## config.mk

```make
export PLATFORM = sky130hd
export DESIGN_NAME = port_ingress_frame_buffer
export DESIGN_NICKNAME = d
export VERILOG_FILES = /design/src/rtl/port_ingress_frame_buffer_pkg.sv /design/src/rtl/port_ingress_buffer_memory.sv /design/src/rtl/port_ingress_frame_buffer.sv
export SDC_FILE = /design/constraint.sdc
export NUM_CORES = 1
export LEC_CHECK = 0
export ABC_CLOCK_PERIOD_IN_PS = 6500
export CAP_MARGIN = 20
export CORE_MARGIN = 2
export CORE_UTILIZATION = 50
export DETAILED_ROUTE_END_ITERATION = 10
export PLACE_DENSITY = 0.79
export SLEW_MARGIN = 15
export SYNTH_ARGS = -nofsm -noshare
export SYNTH_HDL_FRONTEND = slang
export SYNTH_HIERARCHICAL = 1
export SYNTH_SLANG_ARGS = --single-unit
```

## constraint.sdc

```tcl
create_clock -name clock -period 6.5 [get_ports clock]
set_input_delay 0.65 -clock clock [delete_from_list [all_inputs] [get_ports clock]]
set_output_delay 0.65 -clock clock [all_outputs]
set_load 0.01 [all_outputs]
```

## src/rtl/port_ingress_frame_buffer_pkg.sv

```systemverilog
// Shared switch definitions for the per-port ingress frame buffer.
//   ingress_state_type      : frame assembly state of one ingress port
//   START_FLAG_BIT          : bit of a buffer word that marks the first byte of a frame
//   WORD_WIDTH              : width of a buffer word ({start flag, byte})
//   MIN_FRAME_BYTES_DEFAULT : shortest frame kept (destination + source MAC)
package port_ingress_frame_buffer_pkg;

    typedef enum logic [1:0] {
        S_IDLE    = 2'd0,
        S_RECEIVE = 2'd1,
        S_DISCARD = 2'd2
    } ingress_state_type;

    localparam int unsigned START_FLAG_BIT          = 8;
    localparam int unsigned WORD_WIDTH              = START_FLAG_BIT + 1;
    localparam int unsigned MIN_FRAME_BYTES_DEFAULT = 12;

endpackage

```

## src/rtl/port_ingress_buffer_memory.sv

```systemverilog
// Frame buffer storage: DEPTH x WIDTH flop array.
//   clock, reset_n  : system clock, asynchronous active-low reset (clears array)
//   write_enable    : store write_data at write_address on the rising edge
//   write_address   : write location
//   write_data      : word to store
//   read_address    : asynchronous read location
//   read_data       : word at read_address
module port_ingress_buffer_memory #(
    parameter int unsigned DEPTH = 64,
    parameter int unsigned WIDTH = 9,
    localparam int unsigned ADDR_W = $clog2(DEPTH)
) (
    input  logic              clock,
    input  logic              reset_n,
    input  logic              write_enable,
    input  logic [ADDR_W-1:0] write_address,
    input  logic [WIDTH-1:0]  write_data,
    input  logic [ADDR_W-1:0] read_address,
    output logic [WIDTH-1:0]  read_data
);

    logic [WIDTH-1:0] storage [DEPTH];

    // Cleared on reset so the read port shows zero while the buffer is empty.
    always_ff @(posedge clock or negedge reset_n) begin
        if (!reset_n) begin
            for (int unsigned i = 0; i < DEPTH; i++) begin
                storage[i] <= '0;
            end
        end else if (write_enable) begin
            storage[write_address] <= write_data;
        end
    end

    assign read_data = storage[read_address];

endmodule

```

## src/rtl/port_ingress_frame_buffer.sv

```systemverilog
// Per-port receive buffer between the RX MAC byte stream and the switch core.
// Frames are tagged (bit 8 on the first byte), written to a FIFO and made
// visible to the core only once committed. Runts and overflowing frames are
// rolled back and counted.
//   clock, reset_n            : system clock, asynchronous active-low reset
//   rx_data                   : received byte
//   rx_data_valid             : rx_data valid this cycle
//   rx_start_of_frame         : rx_data is the first byte of a new frame
//   port_recieve_data         : {start flag, byte} at the read pointer (FWFT)
//   port_recieve_data_enable  : a committed word is available
//   port_receive_data_ready   : consumer pops the current word
//   frame_drop_count          : saturating count of dropped frames
//   fill_level                : words written (committed or not) and not yet read
module port_ingress_frame_buffer
    import port_ingress_frame_buffer_pkg::*;
#(
    parameter int unsigned DEPTH              = 64,
    parameter int unsigned MIN_FRAME_BYTES    = MIN_FRAME_BYTES_DEFAULT,
    parameter logic [15:0] IDLE_COMMIT_CYCLES = 16'h0008
) (
    input  logic                    clock,
    input  logic                    reset_n,
    input  logic [7:0]              rx_data,
    input  logic                    rx_data_valid,
    input  logic                    rx_start_of_frame,
    output logic [WORD_WIDTH-1:0]   port_recieve_data,
    output logic                    port_recieve_data_enable,
    input  logic                    port_receive_data_ready,
    output logic [15:0]             frame_drop_count,
    output logic [$clog2(DEPTH):0]  fill_level
);

    localparam int unsigned ADDR_W = $clog2(DEPTH);
    localparam int unsigned PTR_W  = ADDR_W + 1;
    localparam logic [PTR_W-1:0] PTR_ONE    = PTR_W'(1);
    localparam logic [PTR_W-1:0] PTR_DEPTH  = PTR_W'(DEPTH);
    localparam logic [PTR_W-1:0] MIN_LENGTH = PTR_W'(MIN_FRAME_BYTES);

    ingress_state_type state, state_next;

    logic [PTR_W-1:0] wr_ptr, wr_ptr_next;
    logic [PTR_W-1:0] commit_ptr, commit_ptr_next;
    logic [PTR_W-1:0] rd_ptr;
    logic [PTR_W-1:0] frame_length, frame_length_next;
    logic [15:0]      idle_count, idle_count_next, idle_count_inc;
    logic [15:0]      drop_count;

    logic             start_byte;
    logic             idle_tick;
    logic             close_frame;
    logic             open_frame;
    logic             append_byte;
    logic             overflow;
    logic             commit_ok;
    logic             open_room;
    logic             drop_inc;
    logic             pop;
    logic [PTR_W-1:0] used;
    logic [PTR_W-1:0] open_base;
    logic [PTR_W-1:0] open_used;

    logic                  mem_write_enable;
    logic [ADDR_W-1:0]     mem_write_address;
    logic [WORD_WIDTH-1:0] mem_write_data;

    assign start_byte     = rx_data_valid && rx_start_of_frame;
    assign idle_count_inc = idle_count + 16'd1;
    assign used           = wr_ptr - rd_ptr;
    assign commit_ok      = (frame_length >= MIN_LENGTH);
    assign mem_write_data = {rx_start_of_frame, rx_data};

    // A new frame started while one is open begins where the open frame ends
    // after it is resolved: at wr_ptr if committed, at commit_ptr if rolled back.
    // Rollback always frees space, so a runt drop and a blocked start never
    // coincide and the drop count steps by at most one per cycle.
    assign open_base = (close_frame && !commit_ok) ? commit_ptr : wr_ptr;
    assign open_used = open_base - rd_ptr;
    assign open_room = (open_used != PTR_DEPTH);

    // State register
    always_ff @(posedge clock or negedge reset_n) begin
        if (!reset_n) begin
            state <= S_IDLE;
        end else begin
            state <= state_next;
        end
    end

    // Next-state logic and per-cycle frame decisions
    always_comb begin
        state_next  = state;
        close_frame = 1'b0;
        open_frame  = 1'b0;
        append_byte = 1'b0;
        overflow    = 1'b0;
        idle_tick   = 1'b0;
        case (state)
            S_IDLE, S_DISCARD: begin
                if (start_byte) begin
                    open_frame = 1'b1;
                end
            end
            S_RECEIVE: begin
                if (start_byte) begin
                    close_frame = 1'b1;
                    open_frame  = 1'b1;
                end else if (rx_data_valid) begin
                    if (used == PTR_DEPTH) begin
                        overflow = 1'b1;
                    end else begin
                        append_byte = 1'b1;
                    end
                end else begin
                    idle_tick = 1'b1;
                    if (idle_count_inc == IDLE_COMMIT_CYCLES) begin
                        close_frame = 1'b1;
                        state_next  = S_IDLE;
                    end
                end
            end
            default: state_next = S_IDLE;
        endcase
        if (overflow || (open_frame && !open_room)) begin
            state_next = S_DISCARD;
        end else if (open_frame) begin
            state_next = S_RECEIVE;
        end
    end

    // Datapath control: pointer updates, buffer writes, counters
    always_comb begin
        wr_ptr_next       = wr_ptr;
        commit_ptr_next   = commit_ptr;
        frame_length_next = frame_length;
        idle_count_next   = idle_count;
        drop_inc          = 1'b0;
        mem_write_enable  = 1'b0;
        mem_write_address = wr_ptr[ADDR_W-1:0];

        if (close_frame) begin
            if (commit_ok) begin
                commit_ptr_next = wr_ptr;
            end else begin
                wr_ptr_next = commit_ptr;
                drop_inc    = 1'b1;
            end
            frame_length_next = '0;
            idle_count_next   = '0;
        end

        if (overflow) begin
            wr_ptr_next       = commit_ptr;
            drop_inc          = 1'b1;
            frame_length_next = '0;
            idle_count_next   = '0;
        end

        if (append_byte) begin
            mem_write_enable  = 1'b1;
            wr_ptr_next       = wr_ptr + PTR_ONE;
            frame_length_next = frame_length + PTR_ONE;
            idle_count_next   = '0;
        end

        if (idle_tick && !close_frame) begin
            idle_count_next = idle_count_inc;
        end

        if (open_frame) begin
            if (open_room) begin
                mem_write_enable  = 1'b1;
                mem_write_address = open_base[ADDR_W-1:0];
                wr_ptr_next       = open_base + PTR_ONE;
                frame_length_next = PTR_ONE;
                idle_count_next   = '0;
            end else begin
                drop_inc = 1'b1;
            end
        end
    end

    assign port_recieve_data_enable = (rd_ptr != commit_ptr);
    assign pop                      = port_recieve_data_enable && port_receive_data_ready;

    always_ff @(posedge clock or negedge reset_n) begin
        if (!reset_n) begin
            wr_ptr       <= '0;
            commit_ptr   <= '0;
            rd_ptr       <= '0;
            frame_length <= '0;
            idle_count   <= '0;
            drop_count   <= '0;
        end else begin
            wr_ptr       <= wr_ptr_next;
            commit_ptr   <= commit_ptr_next;
            frame_length <= frame_length_next;
            idle_count   <= idle_count_next;
            if (pop) begin
                rd_ptr <= rd_ptr + PTR_ONE;
            end
            if (drop_inc && (drop_count != 16'hFFFF)) begin
                drop_count <= drop_count + 16'd1;
            end
        end
    end

    assign frame_drop_count = drop_count;
    assign fill_level       = used;

    port_ingress_buffer_memory #(
        .DEPTH (DEPTH),
        .WIDTH (WORD_WIDTH)
    ) buffer_memory (
        .clock         (clock),
        .reset_n       (reset_n),
        .write_enable  (mem_write_enable),
        .write_address (mem_write_address),
        .write_data    (mem_write_data),
        .read_address  (rd_ptr[ADDR_W-1:0]),
        .read_data     (port_recieve_data)
    );

endmodule

```

# Word-level counts from Yosys, hierarchy flattened
# Index checks and enable logic that the tools add are counted.
classes:
  addsub: 8
  n_lt_le_gt_ge: 4
  eq_ne: 11
  muxes: 57
  bitwise_logic: 2
  reduce_logical: 15
ops:
  columns: ["cell", "count"]
  rows:
  - ["576-bit bitwise mux", 1]
  - ["16-bit two-way mux", 6]
  - ["7-bit two-way mux", 12]
  - ["9-bit binary-select mux with 6-bit select", 1]
  - ["9-bit demux with 6-bit select", 1]
  - ["16-bit by 1-bit adder with 16-bit output, second input constant", 2]
  - ["7-bit by 1-bit adder with 7-bit output, second input constant", 4]
  - ["9-bit two-way mux", 3]
  - ["1-bit two-way mux", 25]
  - ["16-bit by 4-bit equality test with 1-bit output, second input constant", 1]
  - ["16-bit != test, second input constant", 1]
  - ["7-bit >= comparator, second input constant", 2]
  - ["6-bit inverter with 7-bit output", 2]
  - ["7-bit subtractor", 2]
  - ["6-bit two-way mux", 2]
  - ["4-bit != test, second input constant", 3]
  - ["2-bit two-way mux", 5]
  - ["7-bit equality test, second input constant", 1]
  - ["7-bit by 4-bit >= comparator with 1-bit output, second input constant", 1]
  - ["1-bit logical AND", 7]
  - ["7-bit by 1-bit less-than comparator with 1-bit output, second input constant", 1]
  - ["7-bit != test", 1]
  - ["7-bit != test, second input constant", 1]
  - ["2-bit one-hot mux with 2 select lines", 1]
  - ["9 further kinds", 11]
word_totals:
  ff_bits: 638
  input_bits: 13
  out_inout_bits: 33
  word_cells: 168

# Depth between registers and ports, before layout
# Gate-level depths: netlist of the first run.
depth:
  depth_word: 18
  mapped_depth: 27
  depth_no_buf: 21

# By module
# The synthesis of the first run kept the hierarchy.
by_module_without_submodules:
  columns: ["module", "n_inst", "cells_each", "area_each_um2"]
  rows:
  - ["port_ingress_buffer_memory", 1, 1649, 26800.7]
  - ["port_ingress_frame_buffer", 1, 519, 4722.0]

# Worst setup path after synthesis of the first run
# OpenSTA, ideal clock, no wires.
synth_path:
  kind: "reg2reg"
  from: "register idle_count[0]"
  to: "register buffer_memory/storage[360] in the netlist's numbering"
  setup_ps: 125
  arrival_ps: 6012
  required_time_ps: 6375
  slack_ps: 364
  stages_incl_launch_ff: 26
  path_buffers: 6
  period_less_slack_ps: 6136
  cell_sequence: "dfrtp_1 -> ha_1 -> nand2_1 -> o41a_1 -> or3_4 -> nor4_4 -> a31oi_1 -> or2_1 -> buf_2 -> buf_6 -> a21oi_2 -> ha_1 -> nor2b_1 -> o221a_2 -> o31ai_4 -> xnor3_1 -> a21o_1 -> a31oi_4 -> buf_2 -> buf_2 -> a21oi_1 -> buf_2 -> or3b_1 -> clkbuf_1 -> nor2_2 -> mux2_2"
synth_between:
  elab_chain_cells: 18
synth_lines:
  columns: ["item", "line_no", "text"]
  rows:
  - ["start, declared", "port_ingress_frame_buffer.sv:45", "logic [15:0] idle_count, idle_count_next, idle_count_inc;"]
  - ["start signal, assigned", "port_ingress_frame_buffer.sv:197", "idle_count <= idle_count_next;"]
  - ["16-bit by 1-bit adder with 16-bit output *", "port_ingress_frame_buffer.sv:67", "assign idle_count_inc = idle_count + 16'd1;"]
  - ["16-bit by 4-bit equality test with 1-bit output *", "port_ingress_frame_buffer.sv:115", "if (idle_count_inc == IDLE_COMMIT_CYCLES) begin"]
  - ["1-bit two-way mux *", "port_ingress_frame_buffer.sv:115", null]
  - ["1-bit two-way mux *", "port_ingress_frame_buffer.sv:107", "end else if (rx_data_valid) begin"]
  - ["1-bit two-way mux *", "port_ingress_frame_buffer.sv:104", "if (start_byte) begin"]
  - ["1-bit two-way mux *", "port_ingress_frame_buffer.sv:97", "case (state)"]
  - ["1-bit logical AND *", "port_ingress_frame_buffer.sv:76", "assign open_base = (close_frame && !commit_ok) ? commit_ptr : wr_ptr;"]
  - ["7-bit two-way mux *", "port_ingress_frame_buffer.sv:76", null]
  - ["[... 3 more ...]", null, null]
  - ["6-bit two-way mux *", "port_ingress_frame_buffer.sv:169", "if (open_frame) begin"]
  - ["via mem_write_address[5]", "port_ingress_frame_buffer.sv:63", "logic [ADDR_W-1:0] mem_write_address;"]
  - ["6-bit inverter with 7-bit output (not written as such) *", "port_ingress_buffer_memory.sv:31", "storage[write_address] <= write_data;"]
  - ["7-bit >= comparator (not written as such) / 7-bit by 1-bit less-than comparator with 1-bit output (equally long branches)", "port_ingress_buffer_memory.sv:31", null]
  - ["1-bit logical AND (not written as such)", "port_ingress_buffer_memory.sv:31", null]
  - ["9-bit two-way mux (not written as such)", "port_ingress_buffer_memory.sv:31", null]
  - ["9-bit demux with 6-bit select *", "port_ingress_buffer_memory.sv:31", null]
  - ["576-bit bitwise mux *", "port_ingress_buffer_memory.sv:31", null]
  - ["end signal, assigned by index", "port_ingress_buffer_memory.sv:31", null]
  - ["end, declared", "port_ingress_buffer_memory.sv:22", "logic [WIDTH-1:0] storage [DEPTH];"]
# Mark *: on every way through the listed nets, which the timed path passes. The rest lies on a longest branch.
# A chain may end at the register's enable or synchronous reset.

# Worst setup path after layout of the first run
layout_path:
  from: "register idle_count[0]"
  to: "register buffer_memory/storage[369] in the netlist's numbering"
# Same word-level chain as after synthesis.

==> results of run 1 <==
==> state kept, by name (all words and copies together) (netlist names) <==
name	count
buffer_memory/storage	576
state	2
idle_count	16
frame_drop_count	16
frame_length	7
rd_ptr	7
wr_ptr	7
commit_ptr	7
==> final timing paths <==
kind / startpoint / endpoint / depth (start not counted)
max: idle_count[0] / buffer_memory/storage[369] / 22
min reg2reg: buffer_memory/storage[377] / buffer_memory/storage[377] / 1
min in group clock: rx_start_of_frame / state[1] / 4
max in group asynchronous: reset_n / buffer_memory/storage[127] / 2
min: reset_n / frame_drop_count[10] / 1
max reg2reg: idle_count[0] / buffer_memory/storage[369] / 22
==> metrics by stage <==
step / setup WS [ps] / std cells / total power (W) / setup TNS, ps
after global placement: -298.4 / 2963 / 0.01076 / -25930
after detailed placement: -482.5 / 2965 / 0.01101 / -31170
after CTS: -100.5 / 3081 / 0.01492 / -2063
final: 213.4 / 3095 / 0.01497 / 0
after global routing: -74.82 / 3095 / 0.01562 / -4332
after floorplan: 363.5 / 2168 / 0.009379 / 0
==> cell usage in the layout (no fill, tap or decap), drive strengths merged, types with 4 or more instances in the layout <==
| cell | instances |
|---|---|
| or3 | 8 |
| buf | 85 |
| ha | 19 |
| a21oi | 33 |
| a31oi | 5 |
| or2 | 9 |
| o32ai | 8 |
| o21ai | 27 |
| clkinv | 11 |
| a22oi | 4 |
| a21o | 11 |
| mux4 | 158 |
| xnor2 | 19 |
| nor2b | 26 |
| dfrtp | 638 |
| and2 | 4 |
| and3 | 20 |
| nand4 | 13 |
| mux2i | 43 |
| clkbuf | 93 |
| o22ai | 15 |
| xor2 | 27 |
| nand3 | 27 |
| nand2b | 9 |
| mux2 | 591 |
| nor3 | 24 |
| nor2 | 79 |
| a211oi | 22 |
| inv | 27 |
| nand2 | 73 |
| nor4 | 10 |
| nor3b | 7 |
| clkdlybuf4s50 | 35 |
| bufinv | 5 |
| nand3b | 10 |
| o221ai | 7 |
| or3b | 4 |
==> cell usage after synthesis, types with 10 or more instances <==
cell type  count  area (sq um)
a211oi_1      13         97.59
a21o_1        11         82.58
a21oi_1       32         160.2
and3_1        19         118.9
buf_1         12         45.04
buf_2         30         150.1
buf_4         12         90.09
clkbuf_1      77         289.0
dfrtp_1      638         15970
ha_1          19         237.7
inv_1         23         86.33
mux2_2       585          6588
mux2i_1       43         430.4
mux4_1        48          1261
mux4_2       110          2477
nand2_1       69         259.0
nand3_1       23         115.1
nand3b_1      10         75.07
nand4_1       13         81.33
nor2_1        53         198.9
nor2_2        21         131.4
nor2b_1       26         162.7
nor3_1        19         95.09
o21ai_0       27         135.1
o22ai_1       15         93.84
xnor2_1       19         166.4
xor2_1        27         236.5
==> cell families (layout without fill, tap and decap cells) <==
| kind of cell | after synthesis | in the layout | share of synthesized area |
|---|---|---|---|
| AOI/OAI and AO/OA | 158 | 158 | 0.03691 |
| xor gates and xnor gates | 48 | 48 | 0.01421 |
| adders and majority gates | 20 | 20 | 0.008177 |
| buffers and inverters | 178 | 258 | 0.03068 |
| DFF | 638 | 638 | 0.5065 |
| muxes | 792 | 792 | 0.3434 |
| and+or+nand+nor | 334 | 335 | 0.06017 |
==> metal layers <==
layer	GRT usage	wire, microns	vias up
li1	-	-	8203
met1	0.3188	31690	10338
met2	0.3864	36980	615
met3	0.03905	4204	178
met4	0.1003	2968	2
met5	0	11	-
==> final cells by class <==
type                            instances  area [sq um]
Multi-Input combinational cell       1353         14840
Inverter                               24         90.09
Clock inverter                         21         280.3
Fill cell                            4692         27440
Clock buffer                           93          1916
Tap cell                              846          1059
Sequential cell                       638         15980
Timing Repair Buffer                  120          1139
==> power by group through the flow <==
stage	clock network [W]	logic [W]	registers (W)
after floorplan	0	0.00383	0.00554
after global placement	0	0.00499	0.00577
after detailed placement	0	0.00514	0.00588
after CTS	0.00392	0.00518	0.00582
after global routing	0.00408	0.00557	0.00596
final	0.00387	0.00525	0.00584
==> critical path, stage by stage, from the launching register on <==
cell      delay (ps)
dfrtp_1          420
ha_1             250
nand2_2          140
o41a_1           390
or3_4            410
nor4_4           200
a31oi_1          160
or2_1            260
a21oi_2          240
ha_1             220
nor2b_1           70
o221a_2          290
o31ai_4          330
xnor3_1          380
a21o_1           200
a31oi_4          190
buf_12           160
nor2_1            50
a21oi_1          250
buf_4            290
nand4b_4         380
nor2_4           470
mux2_2           390
==> timing repair <==
action / in CTS / in global routing
setup endpoints to repair: 164 / 574
setup buffers: 2 / 13
pin swaps: 1 / 9
cloned: 0 / 1
gates resized for setup: 9 / 53
==> results.md, run 1 <==
- Routed Antenna Nets: 0
- Reg clk slew, reported paths: 60 ps
- Synth Warn #: 6
- Post-synthesis cell type count: 87
- Die height: 255.1 microns
- Gate Count Post-Synth: 2168
- Via count: 19336
- Global-route wire length before repair: 118.9 mm
- Pins over their slew limit: 0
- Sw power: 0.004880 W
- Pwr/cell area: 424.0 nW/um^2
- DR WL/cell: 24.51 microns
- Max H-tree Level: 3
- Critical path type: reg -> reg
- Pre-antenna DRT Iters: 5
- Initial antenna violation count: 1
- Fin util: 0.5626
- WP data required: 7000 ps
- Via density: 6.247
- Critical path arrival: 6780 ps
- Setup slack, reg-to-reg: 210 ps
- Final WL: 75.86 mm
- Clock root buffer: clkbuf_16
- # nets final: 2237
- Final instance area: 35300 sq um
- Synth-to-layout area growth: 11.98%
- Clock share of power: 0.259
- Slew margin rel.: 0.3343
- Vias in the first global route: 20252
- Synth Area per Inst: 14.54 sq um
- Total grt overflow: 0
- Post-DP Area: 32620 sq um
- CORE AREA: 62740 sq um
- Mapped cell area: 31520 sq um
- Outcome: finished clean
- Async SR Flop Fraction: 1.000
- VDD IR-drop max: 0.2104 mV
- Switch share: 0.3260
- Die W: 255.1 microns
- Unrepaired setup endpoints after global routing: yes
- CP endpoint kind: register
- Worst Tran Pin Value: 998.6 ps
- TritonCTS clock tree: yes
- Synth Flop Type: dfrtp_1
- Clock tree sinks: 638
- Fin crit share: 0.9672
- Setup violators final: 0
- Final hold vios: 0
- Lkg Pwr: 16.49 nW
- Die footprint: 65070 sq um
- Max-Cap Viols: 0
- Seq/Total Area, Yosys: 0.5065
- Clock Skews: 27.81 ps
- IO buf count: 45
- CP max FO: 14
- Hold_buf cts: 0
- I/O pin count: 46
- Post-synth EDFFs: 0
- Max Clock Freq: 159.1 MHz
- Comb power frac: 0.351
- Seq pwr share: 0.390
- Worst hold slack: 102.8 ps
- CTS Buf Count: 67
- Int Power: 0.01009 W
- Initial Util: 0.5025
- DRC viols: 0
- GRT Overall Usage: 0.2377
- CP startpoint kind: register
- CTS Buffer Depth: 3
- Core Rows: 92
- Post-DP HPWL: 46.61 mm
- RePlAce Congestion: 0.9429
- Period minus WS final: 6287 ps
- Syn nets: 2201
- Share of cells above drive strength 1: 0.4442
- Antenna cells: 0
- Initial DRC count: 1626
- Largest net degree at the start of global routing: 155
- FF+latch count, synth: 638
- Worst skew pair latency: 630 ps
- Worst hold path type: in -> async
No activity file was read; power rests on OpenSTA's default activity.
==> inputs of run 2 (changes only) <==
- ABC_CLOCK_PERIOD_IN_PS: 6500 -> 7100
- PLACE_DENSITY: 0.79 -> 0.77
- SLEW_MARGIN: 15 -> 10
- clock period: 6.5 -> 7.1 ns (I/O delays scaled with it)
==> results.md, run 2 (synthesis results as in run 1) <==
- Outcome: finished clean
- Clock Skews: 28.85 ps
- Max reg flops: 576
- Worst hold path type: in -> async
- DR WL/cell: 24.39 microns
- Worst hold slack: 125.9 ps
- Commonest non-fill, non-tap cell in the layout: dfrtp_1
- RePlAce Congestion: 0.8775
- Most frequent cells in the layout: dfrtp_1 (634), mux2_2 (585), mux4_2 (110)
- Worst setup path startpoint: idle_count[0]
- WP data required: 7610 ps
- # nets final: 2207
- TritonCTS clock tree: yes
- DP Worst Slack: -157.7 ps
- Post-DP HPWL: 45.78 mm
- Lkg Pwr: 16.33 nW
- Die footprint: 65070 sq um
- Fin util: 0.5591
- Final WL: 74.88 mm
- Crit-path cells: ha_1 -> nand2_1 -> o41a_1 -> or3_4 -> nor3_2 -> a31oi_4 -> mux2i_2 -> inv_1 -> ha_1 -> or2_0 -> o221a_2 -> o31ai_4 -> xnor3_1 -> a21o_1 -> a31oi_4 -> nor2_1 -> a21oi_1 -> buf_4 -> nor2b_1 -> nand3_2 -> nor2_2 -> mux2_2
- Hold_buf cts: 0
- Antenna cells: 0
- Biggest register: buffer_memory/storage
- Period minus WS final: 6792 ps
- Fin cells: 3070
- Max Clock Freq: 147.2 MHz
- Pre-antenna DRT Iters: 5
- DRC viols: 0
- Slowest stage delay, CP: 610 ps
- I/O pin count: 46
- Global-route wire length before repair: 118.5 mm
- Via count: 19029
- Via density: 6.198
- R2r startpoint: idle_count[0]
- Total grt overflow: 0
- Die W: 255.1 microns
- Final worst slack: 307.9 ps
- Max-Cap Viols: 0
- Critical path arrival: 7300 ps
- Slew margin rel.: 0.2956
- Setup bufs post-CTS: 0
- Routed Antenna Nets: 0
- CORE AREA: 62740 sq um
- Crit-path slowest cell: nor2_2
- Initial Util: 0.5025
- IO buf count: 45
- Reg clk slew, reported paths: 60 ps
- CP endpoint kind: register
- R2R depth: 22
- Core Rows: 92
- Clock tree sinks: 638
- Clock root buffer: clkbuf_16
- Worst Tran Pin Value: 1057 ps
- Max H-tree Level: 3
- Pins over their slew limit: 0
- Largest net degree at the start of global routing: 151
- Vias in the first global route: 20220
- Fin crit share: 0.9566
- VDD IR-drop max: 0.3823 mV
- Setup violators final: 0
- Initial antenna violation count: 0
- Total Power: 0.01379 W
- Pwr/cell area: 393.2 nW/um^2
- Share of cells above drive strength 1: 0.4294
- GRT Overall Usage: 0.2374
- Synth-to-layout area growth: 11.27%
- CP max FO: 11
- CP startpoint kind: register
- Initial DRC count: 1256
- Die height: 255.1 microns
- Placed Instances: 2943
- Unrepaired setup endpoints after global routing: yes
- CTS Buffer Depth: 3
- Final hold vios: 0
- Critical path type: reg -> reg
- CTS Buf Count: 69
- Worst skew pair latency: 640 ps
run 2: where the power goes:
| group | switching, W | total (W) | internal [W] |
|---|---|---|---|
| Clock | 0.00156 | 0.00373 | 0.00217 |
| Sequential | 0.000675 | 0.00534 | 0.00466 |
| Combinational | 0.00226 | 0.00473 | 0.00247 |
| Total | 0.00449 | 0.0138 | 0.00930 |
run 2: critical path, delay by kind of cell (launching register included):
family	cells	cell delay (ps)
simple gates	8	2320
compound gates	7	2050
mux	2	720
fa+ha+maj	2	450
flops	1	420
xor+xnor	1	370
buf+inv	2	340
run 2: layer usage:
layer  global-route usage  routed length (microns)  vias up
met1               0.3267                    32520    10185
met4              0.08588                     2304        0
li1                     -                        -     8142
met5                    0                        0        -
met3              0.03702                     3823      144
met2               0.3849                    36230      558
run 2: path summary, 6_finish.rpt:
check	slack (ps)	endpoint
worst max-delay path	310	buffer_memory/storage[40]
worst min-delay path	130	frame_drop_count[7]
worst max register to register	310	buffer_memory/storage[40]
worst min register to register	480	buffer_memory/storage[377]
max in group asynchronous	5520	buffer_memory/storage[329]
min in group clock	440	state[1]
run 2: final cells by class:
type	count	area [sq um]
Fill cell	4812	27660
Sequential cell	638	15980
Multi-Input combinational cell	1353	14730
Clock buffer	97	2032
Tap cell	846	1059
Timing Repair Buffer	88	835.8
Clock inverter	24	356.6
Inverter	24	90.09
run 2: timing repair:
item	4_1_cts	5_1_grt
gates resized for setup	8	21
pin swaps	0	1
endpoints found under the setup margin	61	568
gates cloned	0	1
run 2: stage by stage:
step	TNS [ps]	instance area, sq um
finish	0	35070
global route	-158.5	35070
CTS	0	34890
detailed placement	-6576	32460
global placement	0	32460
floorplan	0	31520
==> RTL edit: new RTL, config.mk and constraints of run 2 <==
`DEPTH` is set to 64 in 2 places; all go to 128.
--- a/src/rtl/port_ingress_buffer_memory.sv
+++ b/src/rtl/port_ingress_buffer_memory.sv
@@ -6,7 +6,7 @@
 //   read_address    : asynchronous read location
 //   read_data       : word at read_address
 module port_ingress_buffer_memory #(
-    parameter int unsigned DEPTH = 64,
+    parameter int unsigned DEPTH = 128,
     parameter int unsigned WIDTH = 9,
     localparam int unsigned ADDR_W = $clog2(DEPTH)
 ) (
--- a/src/rtl/port_ingress_frame_buffer.sv
+++ b/src/rtl/port_ingress_frame_buffer.sv
@@ -14,7 +14,7 @@
 module port_ingress_frame_buffer
     import port_ingress_frame_buffer_pkg::*;
 #(
-    parameter int unsigned DEPTH              = 64,
+    parameter int unsigned DEPTH              = 128,
     parameter int unsigned MIN_FRAME_BYTES    = MIN_FRAME_BYTES_DEFAULT,
     parameter logic [15:0] IDLE_COMMIT_CYCLES = 16'h0008
 ) (
Interface: changed (resized fill_level); port bits go from 46 to 47. The function was not compared with the original's and may differ.
==> RTL edit against run 2 <==
Worst setup slack got worse by 0.18 ns. Sequential cell count up 580. Power is 73% higher. Via count up 72%. Synthesized area increased by 81%. Routed wire length is 81% higher. Largest cell class unchanged. Critical path depth increased by 3. Critical endpoint is now buffer_memory/storage[384]$_DFFE_PN0P_. Worst hold slack better by 0.27 ns. Core utilization increased by 0.45 points. Design area grew 81%.
==> RTL edit: results <==
[status]
status = "finished clean"

[critical_path]
reg2reg_depth = 25
slowest_stage = "and2_2"
path_max_fanout = 15
critPathMaxStageDelay_ns = 0.54
cp.arrival_ns = 7.55
r2r-end = "buffer_memory/storage[384]$_DFFE_PN0P_"

[clocking]
clkLatencyLatePin_ns = 0.72
cts_resized = 13
cts_buffers = 119

[finish]
top_register = "buffer_memory/storage"
instances_no_fill = 5285
drive_above_1_share_pct = 50.73
fillers = 8562
largest_reg_flops = 1152

[power_and_ir_drop]
power-per-cell-area_nw_per_um2 = 375.1
clk-power_w = 0.00678
p_int_w = 0.01662
ir_drop_uv = 499.9
p_leak_nw = 29.74
p_seq_share_pct = 40.9

[detailed_routing]
drt_iter0_drc = 2644
wl_met1_um = 60470
wl_met3_um = 7757
vias_per_cell = 6.184
met2WireLength_um = 63410
top_layer_used = "met5"
post_drt_wl_per_cell_um = 25.68

[yosys]
yosys-top-cells-area = "dfrtp_1, mux2_2, mux4_2, clkbuf_1, nand2_1"
ys_seq_area_share_pct = 53.50
synth_common_cells = "dfrtp_1, mux2_2, mux4_2"
syn_area_per_cell_um2 = 15.48

[timing]
slew_headroom_pct = 21.14
whs_ns = 0.3980
skew_ns = 0.03040
finalWorstSetupSlack_ns = 0.1282

[global_routing]
grt_max_degree = 172
met1_usage_pct = 34.66
use_met2_pct = 36.33
grt_pass1_wl_um = 211700
grt_antenna_before_repair = 4
grtUsageTotal_pct = 23.65
grtUsageMet3_pct = 4.011
grt_pass1_vias = 33890

[place]
place_congestion = 0.8635
post_dp_cell_area_um2 = 59040
hpwlAfterDp_um = 83960
dp_slack_ns = -0.06791
place_inst = 5054
portBuffers = 46

[hold_path]
min_from = "rx_start_of_frame"
==> RTL edit: cells by family (layout without fill, tap and decap cells) <==
group / Yosys count / in the layout / share of synthesized area (%)
flops: 1218 / 1218 / 53.50
xor+xnor: 48 / 48 / 0.7512
compound gates: 125 / 125 / 1.426
simple gates: 412 / 412 / 3.437
buf+inv: 296 / 399 / 2.122
other cells: 0 / 2 / 0
fa+ha+maj: 22 / 22 / 0.4964
mux: 1559 / 1559 / 38.26
==> RTL edit: per-stage QoR <==
stage	setup TNS, ns	utilization, %
5_1_grt	-82.93	56.36
3_3_place_gp	0	52.34
2_1_floorplan	0	-
3_5_place_dp	-0.7147	52.34
4_1_cts	0	56.13
6_report	0	56.36
==> RTL edit: area by class of cell <==
cell class / instances / share of cell area, %
Antenna cell: 2 / 0.007872
Clock buffer: 186 / 5.715
Clock inverter: 35 / 0.9564
Inverter: 30 / 0.1771
Multi-Input combinational cell: 2166 / 40.14
Sequential cell: 1218 / 47.96
Tap cell: 1500 / 2.952
Timing Repair Buffer: 148 / 2.090
